File: config.mk
export PLATFORM = sky130hd
export DESIGN_NAME = keystream_lfsr_gen_flat
export DESIGN_NICKNAME = d
export VERILOG_FILES = /design/src/rtl/keystream_lfsr_gen_if.sv /design/src/rtl/keystream_lfsr_gen.sv /design/src/flat_wrapper.sv
export SDC_FILE = /design/constraint.sdc
export NUM_CORES = 1
export LEC_CHECK = 0
export BUFFER_PORTS_ARGS = -buffer_cell sky130_fd_sc_hd__clkbuf_2
export CAP_MARGIN = 20
export CELL_PAD_IN_SITES_DETAIL_PLACEMENT = 1
export CELL_PAD_IN_SITES_GLOBAL_PLACEMENT = 1
export CORE_MARGIN = 2
export CORE_UTILIZATION = 25
export DETAILED_ROUTE_END_ITERATION = 16
export PLACE_DENSITY_LB_ADDON = 0.1
export REMOVE_ABC_BUFFERS = 1
export SLEW_MARGIN = 20
export SYNTH_ARGS = -nofsm -noshare
export SYNTH_HDL_FRONTEND = slang
export SYNTH_SLANG_ARGS = --single-unit
File: constraint.sdc
create_clock -name clk -period 4.8 [get_ports clk]
set_input_delay 0.24 -clock clk [delete_from_list [all_inputs] [get_ports clk]]
set_output_delay 0.24 -clock clk [all_outputs]
set_load 0.03 [all_outputs]
File: src/rtl/keystream_lfsr_gen_if.sv
// Keystream handshake bus between the LFSR generator (master) and the
// downstream XOR scrambler stage (slave).
interface keystream_lfsr_gen_if #(
  parameter int unsigned WIDTH = 6
) ();

  logic             ks_valid;
  logic             ks_ready;
  logic [WIDTH-1:0] ks_data;

  modport master (
    output ks_valid,
    output ks_data,
    input  ks_ready
  );

  modport slave (
    input  ks_valid,
    input  ks_data,
    output ks_ready
  );

endinterface

File: src/rtl/keystream_lfsr_gen.sv
// keystream_lfsr_gen: Galois-LFSR keystream source for the XOR scrambler.
// Produces one WIDTH-bit word per accepted transfer, WIDTH LFSR steps per
// word unrolled into a single cycle.
// Optional feature macro: KS_WORD_COUNT_EN adds the ks_count output, a
// 16-bit wrapping count of accepted words.
module keystream_lfsr_gen #(
  parameter int unsigned            WIDTH    = 6,
  parameter int unsigned            LFSR_LEN = 16,
  parameter logic [LFSR_LEN-1:0]    TAPS     = 16'hB400,
  parameter logic [LFSR_LEN-1:0]    SEED_RST = 16'h0001
) (
  input  logic                      clk,
  input  logic                      rst,
  input  logic                      seed_load,
  input  logic [LFSR_LEN-1:0]       seed,
  input  logic                      start,
  input  logic                      stop,
  keystream_lfsr_gen_if.master      ks,
  output logic                      busy,
`ifdef KS_WORD_COUNT_EN
  output logic [15:0]               ks_count,
`endif
  output logic                      seed_err
);

  typedef enum logic [1:0] {
    IDLE  = 2'd0,
    PRIME = 2'd1,
    RUN   = 2'd2,
    DRAIN = 2'd3
  } state_t;

  state_t              state;
  logic [LFSR_LEN-1:0] lfsr;
  logic [LFSR_LEN-1:0] step_s;
  logic [LFSR_LEN-1:0] next_lfsr_c;
  logic [WIDTH-1:0]    next_word_c;
  logic                accept_c;

  // Unrolled WIDTH-step Galois advance; word bit i is s[0] before step i.
  always_comb begin
    step_s      = lfsr;
    next_word_c = '0;
    for (int i = 0; i < int'(WIDTH); i++) begin
      next_word_c[i] = step_s[0];
      if (step_s[0]) begin
        step_s = (step_s >> 1) ^ TAPS;
      end else begin
        step_s = step_s >> 1;
      end
    end
    next_lfsr_c = step_s;
  end

  assign accept_c = ks.ks_valid && ks.ks_ready;

  // Control FSM with registered handshake, status and LFSR state.
  always_ff @(posedge clk) begin
    if (rst) begin
      state       <= IDLE;
      lfsr        <= SEED_RST;
      ks.ks_valid <= 1'b0;
      ks.ks_data  <= '0;
      busy        <= 1'b0;
      seed_err    <= 1'b0;
`ifdef KS_WORD_COUNT_EN
      ks_count    <= '0;
`endif
    end else begin
      seed_err <= 1'b0;
`ifdef KS_WORD_COUNT_EN
      if (accept_c) begin
        ks_count <= ks_count + 16'd1;
      end
`endif
      case (state)
        IDLE: begin
          // A zero seed would lock the LFSR at zero, so it is refused.
          if (seed_load) begin
            if (seed != '0) begin
              lfsr <= seed;
`ifdef KS_WORD_COUNT_EN
              ks_count <= '0;
`endif
            end else begin
              seed_err <= 1'b1;
            end
          end
          if (start) begin
            state <= PRIME;
            busy  <= 1'b1;
          end
        end

        PRIME: begin
          ks.ks_data  <= next_word_c;
          lfsr        <= next_lfsr_c;
          ks.ks_valid <= 1'b1;
          state       <= RUN;
        end

        RUN: begin
          if (stop) begin
            if (ks.ks_ready) begin
              ks.ks_valid <= 1'b0;
              busy        <= 1'b0;
              state       <= IDLE;
            end else begin
              state <= DRAIN;
            end
          end else if (accept_c) begin
            // Refill on the accepting edge so there is no bubble.
            ks.ks_data <= next_word_c;
            lfsr       <= next_lfsr_c;
          end
        end

        DRAIN: begin
          if (ks.ks_ready) begin
            ks.ks_valid <= 1'b0;
            busy        <= 1'b0;
            state       <= IDLE;
          end
        end

        default: begin
          state       <= IDLE;
          ks.ks_valid <= 1'b0;
          busy        <= 1'b0;
        end
      endcase
    end
  end

endmodule

File: src/flat_wrapper.sv
// flat-port wrapper written by rule: the top's interface ports become plain ports
module keystream_lfsr_gen_flat 
#(
  parameter int unsigned            WIDTH    = 6,
  parameter int unsigned            LFSR_LEN = 16,
  parameter logic [LFSR_LEN-1:0]    TAPS     = 16'hB400,
  parameter logic [LFSR_LEN-1:0]    SEED_RST = 16'h0001
)
  (clk, rst, seed_load, seed, start, stop, busy, seed_err, ks_ks_valid, ks_ks_data, ks_ks_ready);
  keystream_lfsr_gen_if #(.WIDTH(WIDTH)) ks_i ();
  input  logic clk;
  input  logic rst;
  input  logic seed_load;
  input  logic [LFSR_LEN-1:0] seed;
  input  logic start;
  input  logic stop;
  output logic busy;
  output logic seed_err;
  output wire logic [$bits(ks_i.ks_valid)-1:0] ks_ks_valid;
  output wire logic [$bits(ks_i.ks_data)-1:0] ks_ks_data;
  input wire logic [$bits(ks_i.ks_ready)-1:0] ks_ks_ready;
  assign ks_ks_valid = ks_i.ks_valid;
  assign ks_ks_data = ks_i.ks_data;
  assign ks_i.ks_ready = ks_ks_ready;
  keystream_lfsr_gen #(.WIDTH(WIDTH), .LFSR_LEN(LFSR_LEN), .TAPS(TAPS), .SEED_RST(SEED_RST)) u_core (.clk(clk), .rst(rst), .seed_load(seed_load), .seed(seed), .start(start), .stop(stop), .ks(ks_i), .busy(busy), .seed_err(seed_err));
endmodule
==> flow_summary.ini <==
[power_and_ir_drop]
p_per_area_nw_per_um2 = 680
power_mw = 1.28
pwr-share-clk = 0.103
power_frac_comb = 0.584
intPower_uw = 730
seqPwrFrac = 0.313
p_leak_nw = 0.790
peakVddDrop_mv = 0.214
switching_power_uw = 546
swShare = 0.428

[sta]
max_clock_freq_mhz = 400
setup-violations-final = 0
slew_headroom = 0.335
hold_viol_final = 0
finalMaxSlewViolations = 0
worst_pin_slew_ns = 0.997
layout_min_cycle_time_ns = 2.50
skew_ns = 0.00393
setup_tns_ns = 0
period_share = 0.520
grt_setup_unrepaired = no
hold_ws_ns = 0.265

[logic_synthesis]
ys_ff_latch = 27
synth.cell_area_um2 = 1640
synth_top_family_by_area = simple AND/OR/NAND/NOR gates
synth-seq-area-share = 0.330
synth_cell_types = 39
synth-compound-area-share = 0.119
yosys_warnings = 0
synth_cells = 168
ys.flop_type = dfxtp_1
synth_fa_ha_area_frac = 0.0306
synth_edf_count = 0
synthMuxAreaShare = 0.197
syn_avg_cell_area_um2 = 9.75
synthXorXnorAreaFrac = 0.0733
async_flop_share = 0
synth_simple_gate_area_frac = 0.204

[critical_path]
critPathCaptureType = flip-flop
cp.arrival_ns = 2.63
slowest_delay_ns = 0.96
startpoint = u_core.state[1]
crit_buf_inv = 1
r2r_end = u_core.ks.ks_data[1]
setup.worst_path.end = u_core.ks.ks_data[1]
crit_fanout = 28
reg2reg_slack_ns = 2.30
path_delay_family = adder cells
startpoint_type = flip-flop
crit_slowest_cell = ha_1
r2r_start = u_core.state[1]
critPathKind = flip-flop to flip-flop
crit_cells = 5
crit_chain = inv_1, ha_1, a21boi_2, mux2i_1, nor2_1
worst_r2r_path_depth = 5
required_ns = 4.93

[grt]
grt_max_degree = 37
grt_antenna_before_repair = 0
grt_pass1_wl_um = 6910
grt_pass1_vias = 1422
track_usage = 0.121
grt_overflow = 0

[drt]
wire_per_inst_um = 15.6
drc = 0
wl_met1_um = 1950
routed_wl_um = 4210
via_count = 1264
avgViaCountPerCell = 4.68
dr.pass1.iters = 4
met2_wirelength_um = 2080
ant_nets = 0
top_layer = met4
dr.first_iter.drc_count = 38
wl_met3_um = 123

[cts]
cts_buffer_depth = 2
clock-sinks = 27
cts_root_buf = clkbuf_8
post_cts_resize_count = 0
insertion_delay_ns = 0.27
cts_hold_buffers = 0
clkSlewWorstSetupHoldPaths_ns = 0.10
numCtsBuffers = 3
htree_levels = 1
post_cts_buffers = 0
cts_tree = built

[placed_design]
gp_congestion = 0.745
place_area_um2 = 1830
post-dp-hpwl_um = 3160
io_buffers = 30

[finish]
final_area_um2 = 1880
final_util = 0.296
fill_cells = 746
multi_input_area_um2 = 1020
diodes = 0
fin_nets = 220
seqCellArea_um2 = 541
layout-drive-gt1-share = 0.264
areaGrowthSynthToFinish_pct = 14.6

[job]
cap_violations = 0

[floorplanning]
die_h_um = 84.9
die_width_um = 84.9
design.portCount = 31
initial_core_util = 0.258
core-area_um2 = 6350
core.rowCount = 29
dieArea_um2 = 7210

[worst_hold_path]
holdCritPathClass = input pin to flip-flop

[status]
status = finished, final reports clean
[metrics by stage]
| step | worst slack, ns | std cells |
|---|---|---|
| 2_1_floorplan | 2.76 | 159 |
| 3_3_place_gp | 2.43 | 266 |
| 3_5_place_dp | 2.28 | 266 |
| 4_1_cts | 2.27 | 270 |
| 5_1_grt | 2.07 | 270 |
| 6_report | 2.30 | 270 |
[area by class of cell]
class / count / share of cell area
multi-input combinational: 126 / 0.545
sequential: 27 / 0.288
timing repair buffer: 30 / 0.0800
tap: 77 / 0.0513
clock buffer: 4 / 0.0240
inverter: 6 / 0.0120
[layer usage]
layer  vias up  global-route usage
met5         -                   0
met4         0              0.0418
met3         4              0.0214
met2        23               0.213
met1       610               0.148
li1        627                   -
[flip-flops by register name (all words and copies together) (netlist names)]
signal / count
u_core.busy: 1
u_core.ks.ks_data: 6
u_core.lfsr: 16
u_core.seed_err: 1
u_core.ks.ks_valid: 1
u_core.state: 2
[cell usage in the layout, fill, tap and decap left out, types with 2 or more instances in the layout]
cell      count
clkbuf_2     30
dfxtp_1      27
nor2_1       22
mux2i_1      21
nor2b_1      13
xnor2_1      11
nand2_1       8
inv_1         6
mux2_2        6
nand2b_1      4
ha_1          4
mux2_4        3
o211ai_1      3
a21oi_1       3
a211o_1       3
clkbuf_8      3
nor3b_1       2
and3_1        2
o31a_1        2
nor4_1        2
a211oi_1      2
[worst register-to-register path, cell delays in order, from the launching register on]
cell and delay [ns]:
dfxtp_1 0.46, inv_1 0.11, ha_1 0.96, a21boi_2 0.53, mux2i_1 0.24, nor2_1 0.06
[cell usage after synthesis (2+ instances only)]
cell type / count / area [um^2]
inv_1: 6 / 22.5
xnor2_1: 11 / 96.3
nor3b_1: 2 / 15.0
a211oi_1: 2 / 15.0
nor2_1: 22 / 82.6
a21oi_1: 3 / 15.0
clkbuf_1: 5 / 18.8
nand2_1: 8 / 30.0
mux2i_1: 21 / 210
and3_1: 2 / 12.5
o211ai_1: 3 / 22.5
mux2_4: 3 / 45.0
a211o_1: 3 / 26.3
ha_1: 4 / 50.1
nor4_1: 2 / 12.5
o31a_1: 2 / 17.5
dfxtp_1: 27 / 541
mux2_2: 6 / 67.6
nor2b_1: 13 / 81.3
nand2b_1: 4 / 25.0
[power groups by stage]
stage	logic [mW]	clock network (mW)	registers, mW
6_report	0.745	0.132	0.400
5_1_grt	0.821	0.151	0.413
4_1_cts	0.758	0.143	0.400
3_5_place_dp	0.752	0	0.407
3_3_place_gp	0.733	0	0.400
2_1_floorplan	0.557	0	0.421
[how the worst min path moves through the flow]
stage	startpoint	endpoint	slack, ns	cells after the start
after CTS	seed_load	u_core.seed_err	0.26	3
after global placement	u_core.lfsr[6]	u_core.lfsr[6]	0.45	2
after floorplan	rst	u_core.ks.ks_valid	0.31	1
after detailed placement	u_core.lfsr[6]	u_core.lfsr[6]	0.46	2
final	seed_load	u_core.seed_err	0.26	3
after global routing	seed_load	u_core.seed_err	0.26	3
[cells by family after synthesis]
logic type	Yosys count
and+or+nand+nor	59
muxes	30
DFF	27
AOI/OAI and AO/OA	21
buffers and inverters	15
xor gates and xnor gates	12
adders and majority gates	4
No activity file was read; power rests on OpenSTA's default activity.
